===== config.mk =====
export PLATFORM = sky130hd
export DESIGN_NAME = mem_arbiter
export DESIGN_NICKNAME = d
export VERILOG_FILES = /design/src/rtl/mem_arb_pkg.sv /design/src/rtl/mem_arb_pick.sv /design/src/rtl/mem_arbiter.sv
export SDC_FILE = /design/constraint.sdc
export NUM_CORES = 1
export LEC_CHECK = 0
export ABC_AREA = 1
export CAP_MARGIN = 0
export CORE_AREA = 3 3 289 291
export DETAILED_ROUTE_END_ITERATION = 10
export DIE_AREA = 0 0 292 294
export PLACE_DENSITY = 0.3
export SYNTH_ARGS = -nofsm -noshare
export SYNTH_HDL_FRONTEND = slang
export SYNTH_SLANG_ARGS = --single-unit

===== constraint.sdc =====
create_clock -name clk -period 1.41 [get_ports clk]
set_clock_uncertainty 0.05 [all_clocks]
set_input_delay 0.2115 -clock clk [delete_from_list [all_inputs] [get_ports clk]]
set_output_delay 0.2115 -clock clk [all_outputs]
set_load 0.005 [all_outputs]

===== src/rtl/mem_arb_pkg.sv =====
// Shared definitions for the memory-port arbiter: FSM encoding, requester ids
// and a width helper.
package mem_arb_pkg;

  localparam logic [1:0] ST_IDLE  = 2'd0;
  localparam logic [1:0] ST_REQ   = 2'd1;
  localparam logic [1:0] ST_WDATA = 2'd2;
  localparam logic [1:0] ST_RDATA = 2'd3;

  typedef enum logic [1:0] {
    IDLE  = ST_IDLE,
    REQ   = ST_REQ,
    WDATA = ST_WDATA,
    RDATA = ST_RDATA
  } state_t;

  localparam logic REQ_ICACHE = 1'b0;
  localparam logic REQ_DCACHE = 1'b1;

  function automatic int clog2(input int value);
    int w;
    w = 0;
    for (int v = value - 1; v > 0; v = v >> 1) begin
      w++;
    end
    return w;
  endfunction

endpackage


===== src/rtl/mem_arb_pick.sv =====
// Two-way winner select. Round-robin by default; MEM_ARB_DCACHE_PRIO_EN makes
// the dcache win every tie.
module mem_arb_pick
  import mem_arb_pkg::*;
(
  input  logic [1:0] req_valid,
  input  logic       last_served,
  output logic       winner
);

`ifdef MEM_ARB_DCACHE_PRIO_EN
  logic unused_last_served;
  assign unused_last_served = last_served;

  always_comb begin
    winner = REQ_ICACHE;
    if (req_valid[1]) begin
      winner = REQ_DCACHE;
    end
  end
`else
  // On a tie the requester that did not go last wins.
  always_comb begin
    winner = REQ_ICACHE;
    case (req_valid)
      2'b10:   winner = REQ_DCACHE;
      2'b11:   winner = ~last_served;
      default: winner = REQ_ICACHE;
    endcase
  end
`endif

endmodule


===== src/rtl/mem_arbiter.sv =====
// Shares one backing-memory port between icache (id 0) and dcache (id 1),
// holding the grant for a full BEATS-beat line transfer. Option: MEM_ARB_DCACHE_PRIO_EN.
module mem_arbiter
  import mem_arb_pkg::*;
#(
  parameter int ADDR_W = 28,
  parameter int DATA_W = 128,
  parameter int BEATS  = 4
) (
  input  logic                clk,
  input  logic                reset,
  input  logic [1:0]          req_valid,
  output logic [1:0]          req_ready,
  input  logic [1:0]          req_rw,
  input  logic [2*ADDR_W-1:0] req_addr,
  input  logic [1:0]          wdata_valid,
  output logic [1:0]          wdata_ready,
  input  logic [2*DATA_W-1:0] wdata,
  output logic [1:0]          resp_valid,
  output logic [DATA_W-1:0]   resp_data,
  output logic                mem_req_valid,
  input  logic                mem_req_ready,
  output logic                mem_req_rw,
  output logic [ADDR_W-1:0]   mem_req_addr,
  output logic                mem_wdata_valid,
  input  logic                mem_wdata_ready,
  output logic [DATA_W-1:0]   mem_wdata,
  input  logic                mem_resp_valid,
  input  logic [DATA_W-1:0]   mem_resp_data,
  output logic                busy,
  output logic                grant_id
);

  localparam int CNT_W = (clog2(BEATS) < 1) ? 1 : clog2(BEATS);
  localparam logic [CNT_W-1:0] LAST_BEAT = CNT_W'(BEATS - 1);

  state_t             state_q, state_d;
  logic               grant_q;
  logic               rw_q;
  logic [ADDR_W-1:0]  addr_q;
  logic [CNT_W-1:0]   cnt_q;
  logic               last_served_q;
  logic               pick;
  logic               pick_rw;
  logic [ADDR_W-1:0]  pick_addr;
  logic               beat_hs;
  logic               last_hs;

  mem_arb_pick u_pick (
    .req_valid   (req_valid),
    .last_served (last_served_q),
    .winner      (pick)
  );

  assign pick_rw   = pick ? req_rw[1] : req_rw[0];
  assign pick_addr = pick ? req_addr[2*ADDR_W-1:ADDR_W] : req_addr[ADDR_W-1:0];
  assign last_hs   = beat_hs && (cnt_q == LAST_BEAT);

  always_ff @(posedge clk) begin
    if (reset) begin
      state_q       <= IDLE;
      grant_q       <= REQ_ICACHE;
      rw_q          <= 1'b0;
      addr_q        <= '0;
      cnt_q         <= '0;
      last_served_q <= REQ_DCACHE;
    end else begin
      state_q <= state_d;
      if (state_q == IDLE && |req_valid) begin
        grant_q <= pick;
        rw_q    <= pick_rw;
        addr_q  <= pick_addr;
      end
      // The counter only moves on data handshakes and clears on the final one.
      if (beat_hs) begin
        if (last_hs) begin
          cnt_q         <= '0;
          last_served_q <= grant_q;
        end else begin
          cnt_q <= cnt_q + 1'b1;
        end
      end
    end
  end

  always_comb begin
    state_d         = state_q;
    req_ready       = 2'b00;
    wdata_ready     = 2'b00;
    resp_valid      = 2'b00;
    mem_req_valid   = 1'b0;
    mem_wdata_valid = 1'b0;
    beat_hs         = 1'b0;
    case (state_q)
      IDLE: begin
        if (|req_valid) begin
          state_d = REQ;
        end
      end
      REQ: begin
        mem_req_valid = 1'b1;
        req_ready     = grant_q ? {mem_req_ready, 1'b0} : {1'b0, mem_req_ready};
        if (mem_req_ready) begin
          state_d = rw_q ? WDATA : RDATA;
        end
      end
      WDATA: begin
        mem_wdata_valid = grant_q ? wdata_valid[1] : wdata_valid[0];
        wdata_ready     = grant_q ? {mem_wdata_ready, 1'b0} : {1'b0, mem_wdata_ready};
        beat_hs         = mem_wdata_valid && mem_wdata_ready;
        if (last_hs) begin
          state_d = IDLE;
        end
      end
      RDATA: begin
        resp_valid = grant_q ? {mem_resp_valid, 1'b0} : {1'b0, mem_resp_valid};
        beat_hs    = mem_resp_valid;
        if (last_hs) begin
          state_d = IDLE;
        end
      end
      default: state_d = IDLE;
    endcase
  end

  assign mem_req_rw   = rw_q;
  assign mem_req_addr = addr_q;
  assign mem_wdata    = grant_q ? wdata[2*DATA_W-1:DATA_W] : wdata[DATA_W-1:0];
  assign resp_data    = mem_resp_data;
  assign busy         = (state_q != IDLE);
  assign grant_id     = grant_q;

endmodule


==> impl_metrics.ini <==
[setup_path]
crit_type = flop to output port
startpoint = grant_id
worst-r2r-setup-slack_ps = -320
worstPathArrival_ps = 1670
reg2reg_depth = 10
reg2reg_from = grant_id
worst-path-max-fanout = 6
cp_data_required_time_ps = 1150
reg2reg_to = cnt_q[0]
setup.worst_path.end_class = output port
critPathCapture = mem_wdata[111]
cp-start-kind = flop

[placement]
placed_area_um2 = 9870
dp_hpwl_mm = 26.2
post-place-ws_ps = -853
place_inst = 2194
port_buffers = 489
place.gp.congestion = 0.764

[die]
die_w_um = 292
initial_core_util_pct = 5.19
boundaryPins = 746
die_height_um = 294
rows = 104
design.die.area_um2 = 85800
coreArea_um2 = 80800

[logic_synthesis]
syn-num-nets = 1210
syn-cell-area_um2 = 4190
synth_edf_count = 0
synth_top_family_by_area = simple AND/OR/NAND/NOR gates
synth_fa_ha_area_share_pct = 0.298
synth_commonest_cells = nand2_1, buf_4, dfxtp_1
synthXorXnorAreaFrac_pct = 0
yosysSeqAreaShare_pct = 16.7
synth_compound_area_share_pct = 14.3
yosys.area_share.simple_pct = 39.6
netlist_instances = 758
synth_top_cell_area_share_pct = 38.1
ys.flop_type = dfxtp_1
avgSynthCellArea_um2 = 5.53
ys_warn_count = 0
yosys.area.top_type = nand2_1
asyncSetResetFlopFracSynth_pct = 0
ys_ff_latch = 35
synthTopCellsByArea = nand2_1, buf_4, dfxtp_1
synth.distinct_cells = 24
synthMostInstantiatedCell = nand2_1
synth.area.mux_share_pct = 0

[cts]
clockRootBuffer = clkbuf_16
htreeDepth = 2
cts_made_buffers = 5
hold_buffers = 0
clockBufferDepth = 2
clk_latency_ps = 290
cts_sinks = 35
path_clk_slew_ps = 60
cts_tree = built

[route]
drt_iter0_markers = 138
num_vias = 6599
drt-pass1-iter-count = 4
drtAntennaViolNets = 0
wl_per_cell_um = 15.9
routed_via_density = 2.88
wirelength_mm = 36.3
drc = 0

[global_routing]
grt_overflow_total = 0
grt_max_degree = 42
antenna_found_initial = 3
grt_pass1_wl_mm = 43.6
grt_usage_pct = 6.93
grt_pass1_vias = 6562

[job]
drv_cap = 0

[sta]
setup_viol = 198
rsz0062_at_grt = true
fmax_mhz = 518
tightestPinTransition_ps = 370
hold_viol_final = 0
relSlewSlack_pct = 75.3
setup_slack_ps = -521
finalCritPeriodShare_pct = 137
maxSlewViolCount = 0
fin_crit_ps = 1930

[run_status]
violations = negative setup slack
status = complete, but fails checks

[final_layout]
layout.cells.non_filler = 2289
final_nets = 1678
final_layout_size_suffix_gt1_share_pct = 43.5
syn2layout_area_growth_pct = 190
postLayoutCellArea_um2 = 12200
utilization_pct = 15.0

[pwr]
leakagePower_uw = 0.00532
power.share.switching_pct = 36.9
combPwrFrac_pct = 68.7
intPower_uw = 4990
ir_worst_vdd_mv = 0.339
power_density_nw_per_um2 = 651
clkPwrFrac_pct = 16.0
switchingPower_uw = 2920
seq_power_share_pct = 15.3

[min_path]
hp-class = input pin to output port
holdPathStages = 0
==> cell type report <==
class | count | area, um^2
Clock inverter | 1 | 6.26
Fill cell | 9261 | 68700
Antenna cell | 2 | 5.00
Multi-Input combinational cell | 540 | 3390
Tap cell | 1060 | 1330
Inverter | 11 | 66.3
Timing Repair Buffer | 633 | 6490
Sequential cell | 35 | 713
Clock buffer | 7 | 153
==> state kept, by name, summed over array words and instances, names as in the netlist <==
| signal | count |
|---|---|
| mem_req_addr | 28 |
| cnt_q | 2 |
| state_q | 2 |
| last_served_q | 1 |
| grant_id | 1 |
| mem_req_rw | 1 |
==> worst max-delay path, cell delays in order (launching register included) <==
cell,delay [ps]
dfxtp_4,400
buf_4,160
buf_8,110
buf_12,130
buf_4,130
buf_4,130
nand2_1,60
nand2_2,100
buf_2,140
==> power groups by stage <==
stage / logic (uW) / registers (uW) / clock network (uW)
2_1_floorplan: 1420 / 1170 / 0
3_3_place_gp: 4070 / 1170 / 0
3_5_place_dp: 4040 / 1180 / 0
4_1_cts: 4280 / 1160 / 1350
5_1_grt: 5870 / 1220 / 1380
6_report: 5430 / 1210 / 1270
==> cell families after synthesis <==
family,Yosys count
flops,35
simple gates,440
compound gates,99
buf+inv,183
fa+ha+maj,1
==> timing repair <==
item | in CTS | in global routing
cloned | 5 | 18
pin swaps | 1 | 74
buffers inserted | 13 | 61
gates resized for setup | 224 | 632
setup endpoints to repair | 200 | 202
==> routing by layer <==
layer  share of wire, %  GRT usage [%]
met5              0.036              0
met4                4.5           3.23
met2                 47           12.1
met3                9.7           2.63
met1                 39           7.40
==> how the worst min path moves through the flow <==
stage	from	end	slack, ps
2_1_floorplan	reset	last_served_q	320
3_3_place_gp	mem_resp_data[100]	resp_data[100]	370
3_5_place_dp	mem_resp_data[100]	resp_data[100]	370
4_1_cts	mem_resp_data[100]	resp_data[100]	370
5_1_grt	mem_resp_data[98]	resp_data[98]	370
6_report	mem_resp_data[112]	resp_data[112]	370
==> placed cells by master, fill, tap and decap left out, types with 5 or more instances in the layout <==
cell and instances:
nor2_4 5, o21ai_1 24, o21ai_2 5, buf_12 22, clkbuf_2 58, buf_8 15, inv_2 5, buf_4 41
a21oi_2 30, dfxtp_1 29, nand2_1 236, nand2_4 73, nand2_2 114, buf_16 9, buf_6 69, dlymetal6s2s_1 11
o21bai_1 26, clkbuf_16 19, buf_2 45, clkdlybuf4s50_1 349
==> stage by stage <==
stage | setup TNS, ps | power [uW] | hold slack (ps)
after floorplan | -2100 | 2580 | 324
after global placement | -62110 | 5240 | 373
after detailed placement | -61370 | 5220 | 373
after CTS | -81840 | 6780 | 373
after global routing | -76720 | 8470 | 373
final | -60230 | 7910 | 373
Power figures use the tool's default switching activity.
